<file path="config.mk">
export PLATFORM = sky130hd
export DESIGN_NAME = keypad_scanner
export DESIGN_NICKNAME = d
export VERILOG_FILES = /design/src/rtl/keypad_scanner.sv
export SDC_FILE = /design/constraint.sdc
export NUM_CORES = 1
export LEC_CHECK = 0
export CORE_ASPECT_RATIO = 2
export CORE_MARGIN = 2
export CORE_UTILIZATION = 30
export CTS_CLUSTER_DIAMETER = 60
export CTS_CLUSTER_SIZE = 24
export DETAILED_ROUTE_END_ITERATION = 8
export SETUP_SLACK_MARGIN = 0.15
export SLEW_MARGIN = 15
export SYNTH_ARGS = -nofsm -noshare
export SYNTH_HDL_FRONTEND = slang
export SYNTH_SLANG_ARGS = --single-unit
</file>
<file path="constraint.sdc">
create_clock -name clk -period 11.5 [get_ports clk]
set_input_delay 2.875 -clock clk [delete_from_list [all_inputs] [get_ports clk]]
set_output_delay 2.875 -clock clk [all_outputs]
set_load 0.02 [all_outputs]
</file>
<file path="src/rtl/keypad_scanner.sv">
// 4x4 matrix keypad scanner: column drive, row synchronizer,
// full-scan snapshot classification and press/release debounce.
module keypad_scanner #(
  parameter int SCAN_DIV = 1024,
  parameter int DEBOUNCE = 4
) (
  input  logic       clk,
  input  logic       rst_n,
  input  logic [3:0] row_n,
  output logic [3:0] col_n,
  output logic       key_valid,
  output logic [3:0] key_code,
  output logic       key_held
);

  localparam int DW = (SCAN_DIV > 1) ? $clog2(SCAN_DIV) : 1;
  localparam int CW = $clog2(DEBOUNCE + 1);
  localparam logic [DW-1:0] DMAX = DW'(SCAN_DIV - 1);
  localparam logic [CW-1:0] DB = CW'(DEBOUNCE);
  localparam bit DB1 = (DEBOUNCE == 1);

  typedef enum logic [1:0] {
    S_IDLE,
    S_PRESS_DB,
    S_PRESSED,
    S_REL_DB
  } state_t;

  logic [3:0]    r_row_s1;
  logic [3:0]    r_row_s2;
  logic [DW-1:0] r_div;
  logic [1:0]    r_ptr;
  logic [3:0]    r_col_n;
  logic [15:0]   r_snap;
  state_t        r_state;
  logic [CW-1:0] r_cnt;
  logic [3:0]    r_cand;
  logic          r_valid;
  logic [3:0]    r_code;
  logic          r_held;

  logic          w_tick;
  logic          w_scan_end;
  logic [15:0]   w_snap;
  logic [4:0]    w_ones;
  logic [3:0]    w_code;
  logic          w_none;
  logic          w_single;
  logic [CW-1:0] w_cnt_inc;

  assign w_tick     = (r_div == DMAX);
  assign w_scan_end = w_tick && (r_ptr == 2'd3);

  // Snapshot as it will look once the current column is captured.
  always_comb begin
    w_snap = r_snap;
    for (int r = 0; r < 4; r++) begin
      w_snap[{2'(r), r_ptr}] = ~r_row_s2[r];
    end
  end

  always_comb begin
    w_ones = 5'd0;
    w_code = 4'd0;
    for (int i = 0; i < 16; i++) begin
      if (w_snap[i]) begin
        w_ones = w_ones + 5'd1;
        w_code = 4'(i);
      end
    end
  end

  assign w_none    = (w_ones == 5'd0);
  assign w_single  = (w_ones == 5'd1);
  assign w_cnt_inc = (r_cnt == DB) ? DB : r_cnt + CW'(1);

  always_ff @(posedge clk or negedge rst_n) begin
    if (!rst_n) begin
      r_row_s1 <= 4'b1111;
      r_row_s2 <= 4'b1111;
      r_div    <= '0;
      r_ptr    <= 2'd0;
      r_col_n  <= 4'b1110;
      r_snap   <= 16'd0;
    end else begin
      r_row_s1 <= row_n;
      r_row_s2 <= r_row_s1;
      if (w_tick) begin
        r_div   <= '0;
        r_ptr   <= r_ptr + 2'd1;
        r_col_n <= ~(4'b0001 << (r_ptr + 2'd1));
        r_snap  <= w_snap;
      end else begin
        r_div <= r_div + DW'(1);
      end
    end
  end

  always_ff @(posedge clk or negedge rst_n) begin
    if (!rst_n) begin
      r_state <= S_IDLE;
      r_cnt   <= '0;
      r_cand  <= 4'd0;
      r_valid <= 1'b0;
      r_code  <= 4'd0;
      r_held  <= 1'b0;
    end else begin
      r_valid <= 1'b0;
      if (w_scan_end) begin
        unique case (r_state)
          S_IDLE: begin
            if (w_single) begin
              r_cand <= w_code;
              if (DB1) begin
                r_code  <= w_code;
                r_valid <= 1'b1;
                r_held  <= 1'b1;
                r_cnt   <= '0;
                r_state <= S_PRESSED;
              end else begin
                r_cnt   <= CW'(1);
                r_state <= S_PRESS_DB;
              end
            end
          end
          S_PRESS_DB: begin
            if (w_single && (w_code == r_cand)) begin
              r_cnt <= w_cnt_inc;
              if (w_cnt_inc == DB) begin
                r_code  <= w_code;
                r_valid <= 1'b1;
                r_held  <= 1'b1;
                r_cnt   <= '0;
                r_state <= S_PRESSED;
              end
            end else if (w_single) begin
              r_cand <= w_code;
              r_cnt  <= CW'(1);
            end else begin
              r_cnt   <= '0;
              r_state <= S_IDLE;
            end
          end
          S_PRESSED: begin
            if (w_none) begin
              if (DB1) begin
                r_held  <= 1'b0;
                r_cnt   <= '0;
                r_state <= S_IDLE;
              end else begin
                r_cnt   <= CW'(1);
                r_state <= S_REL_DB;
              end
            end
          end
          S_REL_DB: begin
            if (w_none) begin
              r_cnt <= w_cnt_inc;
              if (w_cnt_inc == DB) begin
                r_held  <= 1'b0;
                r_cnt   <= '0;
                r_state <= S_IDLE;
              end
            end else begin
              r_cnt   <= '0;
              r_state <= S_PRESSED;
            end
          end
          default: begin
            r_cnt   <= '0;
            r_state <= S_IDLE;
          end
        endcase
      end
    end
  end

  assign col_n     = r_col_n;
  assign key_valid = r_valid;
  assign key_code  = r_code;
  assign key_held  = r_held;

endmodule

</file>
Word-level counts from Yosys, hierarchy flattened
Cells that the tools add are included.
- logic and storage cells: 150
- output and inout port bits: 10
- register bits after elaboration: 55
- input port bits: 6
- muxes and demuxes: 72
- shifts and indexed selects: 1
- bitwise logic cells: 5
- add/sub/neg operators: 18
- reduce and logical (&&, ||, !) cells: 15
- equal/unequal tests: 19
- magnitude comparators: 8
- operator list (operator ; count):
    adder 5 x 1 -> 5 bit (second input constant) ; 15
    2-to-1 mux 5 bit ; 15
    bitwise mux 16 bit ; 4
    2-to-1 mux 4 bit ; 16
    2-to-1 mux 3 bit ; 6
    2-to-1 mux 1 bit ; 15
    2-to-1 mux 2 bit ; 7
    != test 2 bit (second input constant) ; 7
    one-hot mux 3 bit (4 select lines) ; 1
    AND reduction 6 bit ; 2
    adder 10 x 1 -> 10 bit (second input constant) ; 1
    equality test 10 bit (second input constant) ; 1
    less-than comparator 4 x 5 -> 1 bit (second input constant) ; 2
    2-to-1 mux 10 bit ; 1
    != test 3 bit (second input constant) ; 3
    demux 1 bit (select 2 bit) ; 4
    >= comparator 4 x 1 -> 1 bit (second input constant) ; 2
    one-hot mux 2 bit (4 select lines) ; 1
    one-hot mux 4 bit (2 select lines) ; 1
    equality test 2 bit (second input constant) ; 3
    equality test 3 bit (second input constant) ; 2
    logical AND 1 bit ; 6
    AND reduction 3 bit ; 2
    equality test 5 x 1 -> 1 bit (second input constant) ; 1
    16 further kinds ; 20

Depth between registers and ports, before layout
- depth after elaboration: 44
- mapped depth: 56
- mapped depth without buffers: 55

Worst setup path before layout
Ideal clock, no wire load.
- path type: register -> register
- start: register r_ptr[0]
- end: register r_code[0], in the netlist key_code[0]
- setup slack: 1643 ps
- stages on the path, launching flop included: 56
- data required time: 11375 ps
- library setup time: 125 ps
- clock period less this slack: 9857 ps
- path buffers: 1
- arrival time: 9732 ps
- cells stage by stage: dfrtp_1 inv_1 ha_1 buf_2 nor2_1 a221o_2 xor2_1 ha_1 nand2_1 nand2_1 ha_1 o21a_1 a31oi_1 nand2_1 ha_1 nor2_1 nor2_1 ha_1 [20 not listed] ha_1 nor2_1 nor2_1 ha_1 o221ai_1 inv_1 ha_1 nand2_1 nand2_1 ha_1 nand2_1 a32o_1 a221o_1 mux2_2 nor2_4 xnor2_4 nor4_4 mux2_4
- word-level cells in the longest chain between the ends: 42
- elaborated cells between the ends (all ways): 76
- those cells by class: add/sub (15); order compare (8); eq/ne (3); mux (43); reduce/logical (7)
- RTL lines (item ; RTL line ; RTL):
    start, declared ; 32 ; logic [1:0] r_ptr;
    start signal, assigned ; 90 ; r_ptr <= r_ptr + 2'd1;
    less-than comparator 2 x 5 -> 1 bit (not written as such) or >= comparator 2 x 1 -> 1 bit (tied branches) ; 58 ; w_snap[{2'(r), r_ptr}] = ~r_row_s2[r];
    logical AND 1 bit (not written as such) ; 58 ;
    2-to-1 mux 1 bit (not written as such) ; 58 ;
    demux 1 bit (select 2 bit) ; 58 ;
    bitwise mux 16 bit (4 in series) ; 58 ;
    2-to-1 mux 1 bit ; 66 ; if (w_snap[i]) begin
    adder 5 x 1 -> 5 bit ; 67 ; w_ones = w_ones + 5'd1;
    2-to-1 mux 5 bit ; 66 ;
    [23 not listed] ; -- ;
    2-to-1 mux 5 bit ; 66 ;
    adder 5 x 1 -> 5 bit ; 67 ;
    2-to-1 mux 5 bit ; 66 ;
    adder 5 x 1 -> 5 bit ; 67 ;
    2-to-1 mux 5 bit ; 66 ;
    equality test 5 x 1 -> 1 bit ; 74 ; assign w_single = (w_ones == 5'd1);
    logical AND 1 bit ; 127 ; if (w_single && (w_code == r_cand)) begin
    AND reduction 4 bit (no source line) ; -- ;
    end signal, assigned ; 115 ; r_code <= w_code;
    end signal, assigned ; 130 ; r_code <= w_code;
    end, declared ; 39 ; logic [3:0] r_code;
Several ways; a longest one is shown, not always the timed one.
A chain may end at the register's enable or synchronous reset.

Worst setup path in the final report
- start: register r_ptr[1]
- end: register r_cnt[2]
- word-level cells in the longest chain between the ends: 43
- elaborated cells between the ends (all ways): 82
- those cells by class: add/sub (15); order compare (8); eq/ne (5); mux (46); reduce/logical (8)
- RTL lines (item ; RTL line ; RTL):
    less-than comparator 2 x 5 -> 1 bit (not written as such) or >= comparator 2 x 1 -> 1 bit (tied branches) ; 58 ;
    logical AND 1 bit (not written as such) ; 58 ;
    2-to-1 mux 1 bit (not written as such) ; 58 ;
    demux 1 bit (select 2 bit) ; 58 ;
    bitwise mux 16 bit (4 in series) ; 58 ;
    2-to-1 mux 1 bit ; 66 ;
    adder 5 x 1 -> 5 bit ; 67 ;
    2-to-1 mux 5 bit ; 66 ;
    [24 not listed] ; -- ;
    adder 5 x 1 -> 5 bit ; 67 ;
    2-to-1 mux 5 bit ; 66 ;
    adder 5 x 1 -> 5 bit ; 67 ;
    2-to-1 mux 5 bit ; 66 ;
    equality test 5 x 1 -> 1 bit ; 74 ;
    logical AND 1 bit ; 127 ;
    2-to-1 mux 3 bit ; 127 ;
    one-hot mux 3 bit (4 select lines) ; 110 ; unique case (r_state)
    end signal, assigned ; 128 ; r_cnt <= w_cnt_inc;
    end signal, assigned ; 158 ; r_cnt <= w_cnt_inc;
    end, declared ; 36 ; logic [CW-1:0] r_cnt;
Several ways; a longest one is shown, not always the timed one.

==> results.md <==
- Starting density of the core: 0.304
- GRT Residual Overflow: 0
- Synth async-reset ratio: 1.00
- Max-Slew Margin vs Limit: 0.309
- CTS tree: yes
- Leak: 2.16 nW
- Placed inst area: 0.00482 mm2
- Critical path arrival: 10.73 ns
- Vias in the first global route: 3671
- Total CTS buffers: 5
- Netlist Area Pre-Place: 0.00448 mm2
- Critical Path Fanout Max: 13
- Finished Layout Cells: 708
- Post-synth EDFFs: 0
- Max-cap viol count: 0
- Comb pwr share: 0.143
- Clk slew on worst S/H paths: 0.07 ns
- Area Overhead vs Synth: 14.5%
- Fin Setup TNS: 0 ns
- H-tree levels: 2
- Reg2reg start: r_ptr[1]
- Largest net degree at the start of global routing: 56
- Crit path required time: 11.69 ns
- Max incr delay on CP: 0.44 ns
- Post-DR vias/cell: 5.07
- Synthesized instance count: 494
- Tcrit/Tclk final: 0.917
- Final Util: 0.348
- NetSw: 0.109 mW
- # nets final: 538
- Die Wd: 90.4 um
- Max clock buf depth: 2
- F_max: 0.0948 GHz
- Initial antenna violation count: 0
- # setup viols final: 0
- Hold Path Origin: r_row_s1[1]
- PD cells: 84.4 mW/mm2
- Internal cell power: 0.324 mW
- Sw frac: 0.251
- Commonest non-fill, non-tap cells in the layout: 68 x nand2_1, 44 x dfrtp_1, 42 x nor2_1, 33 x xnor2_1, 32 x o21ai_0
- First-pass GRT wire length: 17000 um
- Clk Latency, worst-skew pair: 0.30 ns
- Slowest CP cell: dfrtp_1
- Total GRT Usage: 0.130
- Synth Area per Inst: 9.06 um2
- Die height: 177 um
- Peak VDD IR: 0.000107 V
- Die area: 0.0160 mm2
- Final instance area: 0.00512 mm2
- Final Skew: 0.0124 ns
- Worst Tran Pin Value: 1.03 ns
- # rows: 63
- CTS sink cnt: 55
- Critical path class: reg2reg
- Port Buffers: 15
- Endpoint class of the critical path: register
- DR WL/cell: 14.5 um
- Detail Route Antenna Nets: 0
- Drt first-iter violations: 117
- Worst min path class: reg2reg
- DP HPWL: 7820 um
- Top FF cell, synth: dfrtp_1
- Post-Place Cells: 694
- Final hold vios: 0
- Clock power frac: 0.399
- Commonest non-fill, non-tap cell in the layout: nand2_1
- Reg power frac: 0.459
- Layout cells sized above 1: 0.144
- Root Driver: clkbuf_16
- Library cells used by synthesis: 74
- # IOs: 16
- Post-synthesis sequential area ratio: 0.311
- Slew Viols, Final: 0
- Fin crit period: 10.54 ns
- DR DRC count: 0
- RSZ-0062 raised after global routing: false
- Most common cell on crit path: ha_1
- Core Area: 0.0147 mm2
- DR pass1 iterations: 4
- Total Routed Length: 10300 um
- Gp weighted congestion: 0.821
- Worst Setup SP: r_ptr[1]
- CP startpoint kind: register
- #FFs+latches synth: 55
- Status: completed
- Mapped Nets: 520
- Via count: 3587
- Hold-fix buffers, CTS: 0
- ANT cells: 0
- Ys Warns: 0
==> cells in the mapped netlist, types with 3 or more instances <==
cell      instances  area share
xnor2_1          33       0.065
a221o_1           4      0.0089
mux2i_1           9       0.020
dfstp_2          11       0.065
nor4_1            4      0.0056
nand2_1          68       0.057
mux2_2            4       0.010
and2_1            7      0.0098
xnor3_1           3       0.015
o22ai_1           3      0.0042
xor2_1           28       0.055
dfrtp_1          44        0.25
o211ai_1          5      0.0084
nor2_1           42       0.035
a31oi_1           6      0.0084
a21oi_1          15       0.017
nor3_1            7      0.0078
nor2b_1           8       0.011
o21ai_1           6      0.0067
inv_1            13       0.011
nand3_1          15       0.017
buf_2             4      0.0045
mux2_1            4       0.010
ha_1             20       0.056
o221ai_1          4      0.0078
or2_2             6      0.0084
clkbuf_1          5      0.0042
xnor2_4           3       0.018
and3_1            7      0.0098
mux2_4            4       0.013
nand4_1           3      0.0042
nand2b_1         14       0.020
o21ai_0          33       0.037
==> sequential cells by signal, indices dropped and copies added, names as in the netlist <==
name and flops:
r_snap 16, r_div 10, col_n 4, key_code 4
r_cand 4, r_row_s1 4, r_row_s2 4, r_cnt 3
r_ptr 2, r_state 2, key_held 1, key_valid 1
==> power by group through the flow <==
stage / Clock [mW] / Sequential, mW / Combinational, mW
after floorplan: 0 / 0.200 / 0.0460
after global placement: 0 / 0.202 / 0.0578
after detailed placement: 0 / 0.202 / 0.0601
after CTS: 0.180 / 0.198 / 0.0604
after global routing: 0.185 / 0.198 / 0.0705
final: 0.173 / 0.198 / 0.0616
==> per-layer routing <==
layer  track usage  up-vias  wire [um]
met5             0        -          0
met4        0.0859        0        422
met3       0.00937       23        146
met2         0.257       72       5770
met1         0.127     1725       3920
li1              -     1767          -
==> path summary, 6_finish.rpt <==
kind,endpoint,cells past startpoint,slack (ns)
worst max register to register,r_cnt[2],56,0.96
worst max-delay path,r_cnt[2],56,0.96
min in group asynchronous,r_snap[3],2,2.68
worst min-delay path,r_row_s2[1],0,0.34
worst min register to register,r_row_s2[1],0,0.34
max in group asynchronous,key_code[0],2,8.32
==> what timing repair did <==
| item | in CTS | in global routing |
|---|---|---|
| setup buffers | 0 | 5 |
| resized for setup | 0 | 16 |
| setup endpoints to repair | 0 | 15 |
==> cell type report <==
class                   count  area, um2
flip-flops and latches     55       1390
fillers                  1515       9620
inverters                  15       56.3
clock buffers               6        129
clock inverters             2       37.5
multi-input cells         413       3070
repair buffers             22        198
well taps                 195        244
==> critical path, delay by kind of cell (launching register included) <==
family	cells	cell delay [ns]
XOR/XNOR	2	0.30
adder cells (fa/ha/maj)	14	3.96
AO/OA/AOI/OAI	16	2.97
multiplexers	1	0.29
AND/OR/NAND/NOR	19	2.04
flip-flops	1	0.44
buffers and inverters	4	0.44
==> logic make-up (layout without fill, tap and decap cells) <==
family / Yosys count / in the layout / share of synthesized area
AND/OR/NAND/NOR: 193 / 193 / 0.214
AO/OA/AOI/OAI: 103 / 103 / 0.153
XOR/XNOR: 73 / 74 / 0.183
flip-flops: 55 / 55 / 0.311
buffers and inverters: 27 / 45 / 0.0254
adder cells (fa/ha/maj): 22 / 22 / 0.0607
multiplexers: 21 / 21 / 0.0537
==> stage by stage <==
stage / hold slack (ns) / setup slack [ns] / power [mW]
after global placement: 0.346 / 0.688 / 0.260
after CTS: 0.351 / 0.360 / 0.438
final: 0.342 / 0.957 / 0.433
after global routing: 0.350 / 0.150 / 0.454
after detailed placement: 0.347 / 0.393 / 0.262
after floorplan: 0.345 / 1.64 / 0.246
Power figures use the tool's default switching activity.
